**src/rtl/instr_encoder_loader.sv**
```systemverilog
// ============================================================================
// Module   : instr_encoder_loader
// Brief    : Encodes symbolic KGP-RISC instruction requests into 32-bit words
//            and writes them sequentially into instruction memory.
//            Optional readback verification: INSTR_ENC_READBACK_EN.
// Revision : 1.0 - initial release
// ============================================================================
`default_nettype none

module instr_encoder_loader #(
    parameter int ADDR_W    = 10,
    parameter int BASE_ADDR = 0,
    parameter int DEPTH     = 1024
) (
    input  logic              clk,
    input  logic              rst,
    input  logic              start,
    input  logic              finish,
    input  logic              in_valid,
    output logic              in_ready,
    input  logic [1:0]        in_opcode,
    input  logic [3:0]        in_fcode,
    input  logic [4:0]        in_rs,
    input  logic [4:0]        in_rt,
    input  logic [15:0]       in_imm,
    input  logic [25:0]       in_target,
    output logic              imem_we,
    output logic              imem_re,
    output logic [ADDR_W-1:0] imem_addr,
    output logic [31:0]       imem_wdata,
    input  logic [31:0]       imem_rdata,
    output logic [ADDR_W:0]   count,
    output logic              full,
    output logic              illegal,
    output logic              verify_err,
    output logic              done
);

    localparam logic [1:0] S_IDLE  = 2'd0;
    localparam logic [1:0] S_WRITE = 2'd1;
`ifdef INSTR_ENC_READBACK_EN
    localparam logic [1:0] S_READ  = 2'd2;
    localparam logic [1:0] S_CHECK = 2'd3;
`endif

    localparam logic [ADDR_W-1:0] c_base  = ADDR_W'(BASE_ADDR);
    localparam logic [ADDR_W:0]   c_depth = (ADDR_W+1)'(DEPTH);
    localparam logic [ADDR_W:0]   c_last  = (ADDR_W+1)'(DEPTH - 1);

    logic [1:0]        r_state, w_state_n;
    logic [ADDR_W-1:0] r_ptr, w_ptr_n;
    logic [ADDR_W:0]   r_count, w_count_n;
    logic [31:0]       r_wdata, w_wdata_n;
    logic              r_full, w_full_n;
    logic              r_illegal, w_illegal_n;
    logic              r_done, w_done_n;
    logic              r_pend, w_pend_n;
    logic              r_ready, w_ready_n;
    logic              w_accept;
    logic              w_commit;
`ifdef INSTR_ENC_READBACK_EN
    logic              r_verr, w_verr_n;
`endif

    function automatic logic [31:0] f_encode(
        input logic [1:0]  op,
        input logic [3:0]  fc,
        input logic [4:0]  rs,
        input logic [4:0]  rt,
        input logic [15:0] imm,
        input logic [25:0] tgt
    );
        logic [31:0] w;
        if (op == 2'd3) begin
            w = (fc == 4'd0) ? {op, fc, rs, 21'd0} : {op, fc, tgt};
        end else begin
            w = {op, fc, rs, rt, imm};
        end
        return w;
    endfunction

    function automatic logic f_legal(input logic [1:0] op, input logic [3:0] fc);
        logic ok;
        case (op)
            2'd0:    ok = (fc <= 4'd1);
            2'd1:    ok = (fc <= 4'd8);
            2'd2:    ok = (fc <= 4'd4);
            default: ok = (fc <= 4'd11);
        endcase
        return ok;
    endfunction

    // start and finish both pre-empt a simultaneous request.
    assign w_accept = (r_state == S_IDLE) && r_ready && in_valid && !start && !finish;

    always_comb begin
        w_state_n   = r_state;
        w_ptr_n     = r_ptr;
        w_count_n   = r_count;
        w_wdata_n   = r_wdata;
        w_full_n    = r_full;
        w_illegal_n = r_illegal;
        w_done_n    = r_done;
        w_pend_n    = r_pend;
        w_commit    = 1'b0;
`ifdef INSTR_ENC_READBACK_EN
        w_verr_n    = r_verr;
`endif

        case (r_state)
            S_IDLE: begin
                if (start) begin
                    w_ptr_n     = c_base;
                    w_count_n   = '0;
                    w_full_n    = 1'b0;
                    w_illegal_n = 1'b0;
                    w_done_n    = 1'b0;
                    w_pend_n    = 1'b0;
`ifdef INSTR_ENC_READBACK_EN
                    w_verr_n    = 1'b0;
`endif
                end else if (finish) begin
                    w_done_n = 1'b1;
                end else if (w_accept) begin
                    if (f_legal(in_opcode, in_fcode)) begin
                        w_wdata_n = f_encode(in_opcode, in_fcode, in_rs, in_rt, in_imm, in_target);
                        w_state_n = S_WRITE;
                    end else begin
                        w_illegal_n = 1'b1;
                    end
                end
            end
`ifdef INSTR_ENC_READBACK_EN
            S_WRITE: w_state_n = S_READ;
            S_READ:  w_state_n = S_CHECK;
            S_CHECK: begin
                if (imem_rdata != r_wdata) begin
                    w_verr_n = 1'b1;
                end
                w_commit  = 1'b1;
                w_state_n = S_IDLE;
            end
`else
            S_WRITE: begin
                w_commit  = 1'b1;
                w_state_n = S_IDLE;
            end
`endif
            default: w_state_n = S_IDLE;
        endcase

        // Pointer stops on the last slot so it never wraps past the program.
        if (w_commit) begin
            w_count_n = r_count + 1'b1;
            w_full_n  = ((r_count + 1'b1) == c_depth);
            if (r_count != c_last) begin
                w_ptr_n = r_ptr + 1'b1;
            end
        end

        // finish outside IDLE is remembered and applied on the return to IDLE.
        if (r_state != S_IDLE) begin
            if (w_state_n == S_IDLE) begin
                if (finish || r_pend) begin
                    w_done_n = 1'b1;
                end
                w_pend_n = 1'b0;
            end else if (finish) begin
                w_pend_n = 1'b1;
            end
        end

        w_ready_n = (w_state_n == S_IDLE) && !w_full_n && !w_done_n;
    end

    always_ff @(posedge clk) begin
        if (rst) begin
            r_state   <= S_IDLE;
            r_ptr     <= c_base;
            r_count   <= '0;
            r_wdata   <= '0;
            r_full    <= 1'b0;
            r_illegal <= 1'b0;
            r_done    <= 1'b0;
            r_pend    <= 1'b0;
            r_ready   <= 1'b0;
        end else begin
            r_state   <= w_state_n;
            r_ptr     <= w_ptr_n;
            r_count   <= w_count_n;
            r_wdata   <= w_wdata_n;
            r_full    <= w_full_n;
            r_illegal <= w_illegal_n;
            r_done    <= w_done_n;
            r_pend    <= w_pend_n;
            r_ready   <= w_ready_n;
        end
    end

`ifdef INSTR_ENC_READBACK_EN
    always_ff @(posedge clk) begin
        if (rst) begin
            r_verr <= 1'b0;
        end else begin
            r_verr <= w_verr_n;
        end
    end

    assign imem_re    = (r_state == S_READ);
    assign verify_err = r_verr;
`else
    logic w_unused_rdata;
    assign w_unused_rdata = ^imem_rdata;
    assign imem_re        = 1'b0;
    assign verify_err     = 1'b0;
`endif

    assign in_ready   = r_ready;
    assign imem_we    = (r_state == S_WRITE);
    assign imem_addr  = r_ptr;
    assign imem_wdata = r_wdata;
    assign count      = r_count;
    assign full       = r_full;
    assign illegal    = r_illegal;
    assign done       = r_done;

endmodule

`default_nettype wire

```
**config.mk**
```make
export PLATFORM = sky130hd
export DESIGN_NAME = instr_encoder_loader
export DESIGN_NICKNAME = d
export VERILOG_FILES = /design/src/rtl/instr_encoder_loader.sv
export SDC_FILE = /design/constraint.sdc
export NUM_CORES = 1
export LEC_CHECK = 0
export CORE_UTILIZATION = 35
export CTS_CLUSTER_SIZE = 25
export DETAILED_ROUTE_END_ITERATION = 10
export PLACE_DENSITY = 0.74
export REMOVE_ABC_BUFFERS = 1
export SLEW_MARGIN = 20
export SYNTH_ARGS = -nofsm -noshare
export SYNTH_HDL_FRONTEND = slang
export SYNTH_SLANG_ARGS = --single-unit
export TNS_END_PERCENT = 20
```
**constraint.sdc**
```tcl
create_clock -name clk -period 2.02 [get_ports clk]
set_input_delay 0.303 -clock clk [delete_from_list [all_inputs] [get_ports clk]]
set_output_delay 0.303 -clock clk [all_outputs]
set_load 0.01 [all_outputs]
```
======== Yosys cells after proc, flatten, opt, wreduce, memory -nomap -nowiden ========
Cells that the tools add are included.
operators by class
  add/subtract/negate cells ............... 2
  reduce and logical (&&, ||, !) cells .... 22
  $lt $le $gt $ge ......................... 4
  bitwise operators ....................... 2
  equal/unequal tests ..................... 8
  multiplexer cells ....................... 38
operators by type and width
  kind                   count
  $mux 26                2
  $mux 10                4
  $mux 11                3
  $mux 1                 23
  $add 11x1->11 const B  1
  $eq 11x11->1 const B   1
  $ne 11x10->1 const B   1
  $add 10x1->10 const B  1
  $mux 2                 5
  $le 4x4->1 const B     2
  $reduce_bool 2->1      4
  $logic_and 1x1->1      6
  $logic_not 2->1        3
  $reduce_and 5->1       1
  $eq 2x1->1 const B     2
  $eq 2x2->1 const B     2
  $le 4x1->1 const B     1
  $le 4x3->1 const B     1
  $logic_not 1->1        4
  $logic_not 4->1        1
  $ne 2x2->1 const B     2
  $reduce_and 4->1       1
  $pmux 1 s3             1
  $not 1->1              2
  other kinds (2)        2
word-level totals
  output and inout port bits .............. 60
  register bits ........................... 60

======== Longest topological paths before layout ========
  depth in word-level cells ............... 19
  mapped depth ............................ 7

======== Worst setup path before layout ========
No wires, ideal clock.
  path kind ............................... register -> register
  start ................................... register r_count[0] (netlist: count[0])
  end ..................................... register r_ptr[2] (netlist: imem_addr[2])
  arrival ................................. 1,744 ps
  path slack .............................. 196 ps
  stages on the path, launching flop included .. 7
  data required time ...................... 1,941 ps
  buffers on the path ..................... 0
  library setup time ...................... 79 ps
  clock period less this slack ............ 1,824 ps
  cell sequence ........................... dfxtp_1 > ha_1 > nand4_2 > o31a_4 > a21oi_4 > nor2_2 > a211oi_2
between the ends
  word-level cells in the longest chain between the ends .. 3
ends and longest elaborated chain
  element                 RTL line  RTL
  from (decl)             52        logic [ADDR_W:0] r_count, w_count_n;
  from (signal assigned)  190       r_count <= w_count_n;
  $ne 11x10->1            156       if (r_count != c_last) begin
  $mux 10                 156
  $mux 10                 153       if (w_commit) begin
  to (signal assigned)    179       r_ptr <= c_base;
  to (signal assigned)    189       r_ptr <= w_ptr_n;
  to (decl)               51        logic [ADDR_W-1:0] r_ptr, w_ptr_n;
No other way between the ends.
A chain may end at the register's enable or synchronous reset.

======== Worst setup path in the final report ========
  start ................................... input port in_fcode[2]
  end ..................................... register r_wdata[22] (netlist: imem_wdata[22])
between the ends
  word-level cells in the longest chain between the ends .. 7
  elaborated cells on any way between the ends .. 13
ends and longest elaborated chain
  element                             RTL line  RTL
  from (decl)                         22        input logic [3:0] in_fcode,
  $le 4x4->1 (tied with other cells)  88        default: ok = (fc <= 4'd11);
  $pmux 1 s3                          84        case (op)
  $mux 1                              124       end else if (w_accept) begin
  $mux 1                              122       end else if (finish) begin
  $mux 1                              112       if (start) begin
  $mux 1                              110       case (r_state)
  $reduce_and 5->1 (no source line)   n/a
  to (signal assigned)                191       r_wdata <= w_wdata_n;
  to (decl)                           53        logic [31:0] r_wdata, w_wdata_n;
Parallel ways exist; a longest one is shown, timed or not. The select of a mux whose other input is x is not followed.

==> flow_summary_export.csv <==
group,metric,value,unit
worst_setup_path,endpoint_kind,"flip-flop",
global_route,grt_pass1_vias,2853,
yosys,yosysSeqAreaShare,0.413,
global_route,antenna_found_initial,0,
die,fp-row-count,32,
worst_hold_path,holdPathStages,2,
die,dieArea,0.00868,mm2
yosys,yosys.cell_types.count,53,
yosys,synth_fa_ha_area_frac,0.0125,
clock_tree,cts_made_buffers,9,
power_and_ir_drop,p_leak,1.62,nW
yosys,synthFlopType,"dfxtp_1",
routing,first_pass_iters,4,
timing,min_period,1.87,ns
worst_hold_path,hold_start,"illegal",
yosys,synth_top_area_frac,0.413,
timing,worst_pin_slew,0.617,ns
final_layout,nets,529,
yosys,synth_top_area_cell,"dfxtp_1",
worst_setup_path,slowest_stage,"clkdlybuf4s50_1",
die,die_x,93.2,um
global_route,grt_pass1_wl,13500,um
routing,route.met2.wl,3860,um
worst_setup_path,slowest_delay,0.44,ns
timing,fin_crit_sh,0.927,
clock_tree,clkTransAtPathRegs,0.07,ns
timing,rsz0062_at_grt,"false",
yosys,syn_avg_cell_area,9.53,um2
yosys,synthCells,305,
yosys,synth_top_family_by_area,"compound AO/OA/AOI/OAI gates",
routing,wl_met3,765,um
power_and_ir_drop,swShare,0.211,
yosys,synth-compound-area-share,0.329,
power_and_ir_drop,seq_power_share,0.420,
status,status,"finished clean",
clock_tree,cts_tree,"done",
final_layout,stdcell_count,539,
power_and_ir_drop,combPwrFrac,0.106,
placed_design,io_buffers,120,
clock_tree,clk_path_buf_depth,2,
clock_tree,clock_sink_count,60,
power_and_ir_drop,power,2.85,mW
global_route,grt_start_max_net_pins,34,
worst_setup_path,r2r-start,"count[1]",
yosys,async_flop_share,0,
timing,final_max_slew_viol_count,0,
routing,drt_wl_total,8350,um
yosys,synth-simple-area-share,0.166,
final_layout,antenna_cells,0,
yosys,synth_seq_cells,60,
yosys,synthXorXnorAreaFrac,0.00904,
power_and_ir_drop,internal_power,2.25,mW
die,die_h,93.2,um
routing,via_count,2875,
final_layout,fin_util,0.578,
worst_setup_path,cp_cell_sequence,"clkdlybuf4s50_1, buf_4, or3_1, a31oi_4, nand2b_1, buf_12, o2bb2ai_1",
power_and_ir_drop,ir_worst_vdd,0.324,mV
final_layout,seqCellArea,0.00120,mm2
timing,finClkSkew,0.00439,ns
placed_design,dp_cells,522,
die,io_pins,155,
yosys,synth_mux_area_frac,0.0172,
clock_tree,htreeDepth,3,
timing,setup_viol,0,
final_layout,area_growth,56.8,%
timing,hold_viol_final,0,
worst_setup_path,path_max_fanout,26,
worst_setup_path,reg2reg_slack,0.21,ns
worst_setup_path,critPathArrivalTime,2.14,ns
global_route,grt_use_total,0.198,
placed_design,hpwlAfterDp,5830,um
global_route,overflow,0,
die,core,0.00789,mm2
clock_tree,insertion_delay,0.33,ns
routing,met1_length,3660,um
power_and_ir_drop,p_sw,603,uW
routing,wire_per_inst,15.5,um
worst_setup_path,critical_path_class,"input pin to flip-flop",
yosys,synth_edf_count,0,
yosys,synthTopCellsByArea,"dfxtp_1 41%, o2bb2ai_2 10%, a22oi_1 5.9%",
yosys,ys_warn_count,0,
placed_design,place_congestion,0.870,
final_layout,drive_gt1_frac,0.162,
worst_hold_path,holdPathEnd,"illegal",
timing,max-slew-margin-rel,0.588,
routing,antenna_left,0,
power_and_ir_drop,p_clk_frac,0.475,
worst_setup_path,setup.worst_path.start_class,"input pin",
clock_tree,cts_hold_buf,0,
routing,drc_errors,0,
run,drv_cap,0,
routing,first_iter_violations,108,
worst_setup_path,cp.required,2.28,ns
die,initial_core_util,0.369,
power_and_ir_drop,power_density,626,mW/mm2
worst_setup_path,r2r_end,"imem_addr[7]",
worst_hold_path,hold_path.class,"flip-flop to flip-flop",
worst_setup_path,worst-r2r-cell-count,6,
final_layout,multi_input_area,0.00160,mm2
timing,fin_tns_setup,0,ns
routing,top_layer_used,"met4",
clock_tree,cts-root-buf,"clkbuf_8",
final_layout,fill_cells,692,
routing,viasPerCell,5.33,
yosys,synthesis.area,0.00291,mm2
timing,max_freq,534,MHz
==> repair_timing <==
item,4_1_cts,5_1_grt
gates cloned,0,1
endpoints found under the setup margin,4,35
resized for setup,2,4
pin swaps,1,0
buffers inserted,0,0
==> state kept, by name, summed over array words and instances, names as in the netlist <==
| register | count |
|---|---|
| count | 11 |
| done | 1 |
| full | 1 |
| illegal | 1 |
| imem_addr | 10 |
| imem_wdata | 32 |
| in_ready | 1 |
| r_pend | 1 |
| r_state | 2 |
==> cell usage in the layout, fill, tap and decap left out, types with 3 or more instances in the layout <==
| cell type | instances |
|---|---|
| and3_1 | 5 |
| nor3_1 | 3 |
| o2bb2ai_2 | 20 |
| a22oi_1 | 23 |
| nand2_1 | 14 |
| nor4_1 | 3 |
| o2bb2ai_1 | 6 |
| nand2b_1 | 3 |
| nor2_1 | 24 |
| nand4_1 | 5 |
| a22o_1 | 6 |
| dfxtp_1 | 60 |
| a31oi_1 | 4 |
| o21ai_0 | 13 |
| bufinv_16 | 3 |
| or3_1 | 5 |
| conb_1 | 3 |
| nand3_1 | 10 |
| buf_4 | 17 |
| clkbuf_8 | 11 |
| mux2i_1 | 5 |
| a311oi_1 | 3 |
| nand3b_1 | 3 |
| clkdlybuf4s50_1 | 119 |
| a21oi_1 | 20 |
==> cell usage after synthesis (all sizes together), types with 6 or more instances <==
| master | instances |
|---|---|
| nor2 | 27 |
| dfxtp | 60 |
| a21oi | 22 |
| nand4 | 6 |
| nand3 | 10 |
| o2bb2ai | 26 |
| buf | 16 |
| a22oi | 23 |
| o21ai | 14 |
| a22o | 6 |
| nand2 | 14 |
| clkbuf | 10 |
==> power by group through the flow <==
stage	clock network (mW)	registers, mW	logic (mW)
final	1.35	1.20	0.302
after detailed placement	0	1.22	0.295
after CTS	1.38	1.20	0.297
after global routing	1.45	1.20	0.326
after global placement	0	1.22	0.291
after floorplan	0	1.23	0.0963
==> stage by stage <==
| step | hold WS, ns | cell area (um2) | setup WS [ns] |
|---|---|---|---|
| finish | 0.466 | 4560 | 0.147 |
| global route | 0.483 | 4560 | 0.0395 |
| CTS | 0.469 | 4540 | -0.0102 |
| detailed placement | 0.454 | 4280 | -0.399 |
| global placement | 0.447 | 4280 | -0.345 |
| floorplan | 0.368 | 2780 | -0.619 |
==> worst max-delay path: cells and delay by family <==
| family | cells | cell delay, ns |
|---|---|---|
| compound gates | 2 | 0.44 |
| simple gates | 2 | 0.58 |
| buf+inv | 3 | 0.79 |
==> final cells by class <==
| type | count | share of cell area |
|---|---|---|
| multi-input cells | 218 | 0.350 |
| well taps | 102 | 0.0280 |
| flip-flops and latches | 60 | 0.263 |
| inverters | 4 | 0.00329 |
| repair buffers | 139 | 0.300 |
| clock buffers | 12 | 0.0340 |
| clock inverters | 4 | 0.0209 |
==> routing by layer <==
metal,GRT usage,vias up
met2,0.330,118
met5,0,-
met4,0.0577,0
li1,-,1411
met1,0.232,1339
met3,0.0813,7
==> cells by family (layout without fill, tap and decap cells) <==
family          count (synthesis)  after routing
xor+xnor                        3              3
other cells                     1              3
fa+ha+maj                       3              3
flops                          60             60
mux                             5              5
buf+inv                        30            159
simple gates                   91             92
compound gates                112            112
==> how the worst max path moves through the flow <==
stage | startpoint | end | slack (ns) | depth (start not counted)
finish | in_fcode[2] | imem_wdata[22] | 0.15 | 7
CTS | in_opcode[1] | in_ready | -0.01 | 6
floorplan | in_opcode[0] | in_ready | -0.62 | 5
global placement | in_fcode[2] | in_ready | -0.35 | 6
detailed placement | in_fcode[2] | in_ready | -0.40 | 6
global route | count[1] | imem_addr[7] | 0.04 | 6
(Power assumes the default switching activity.)
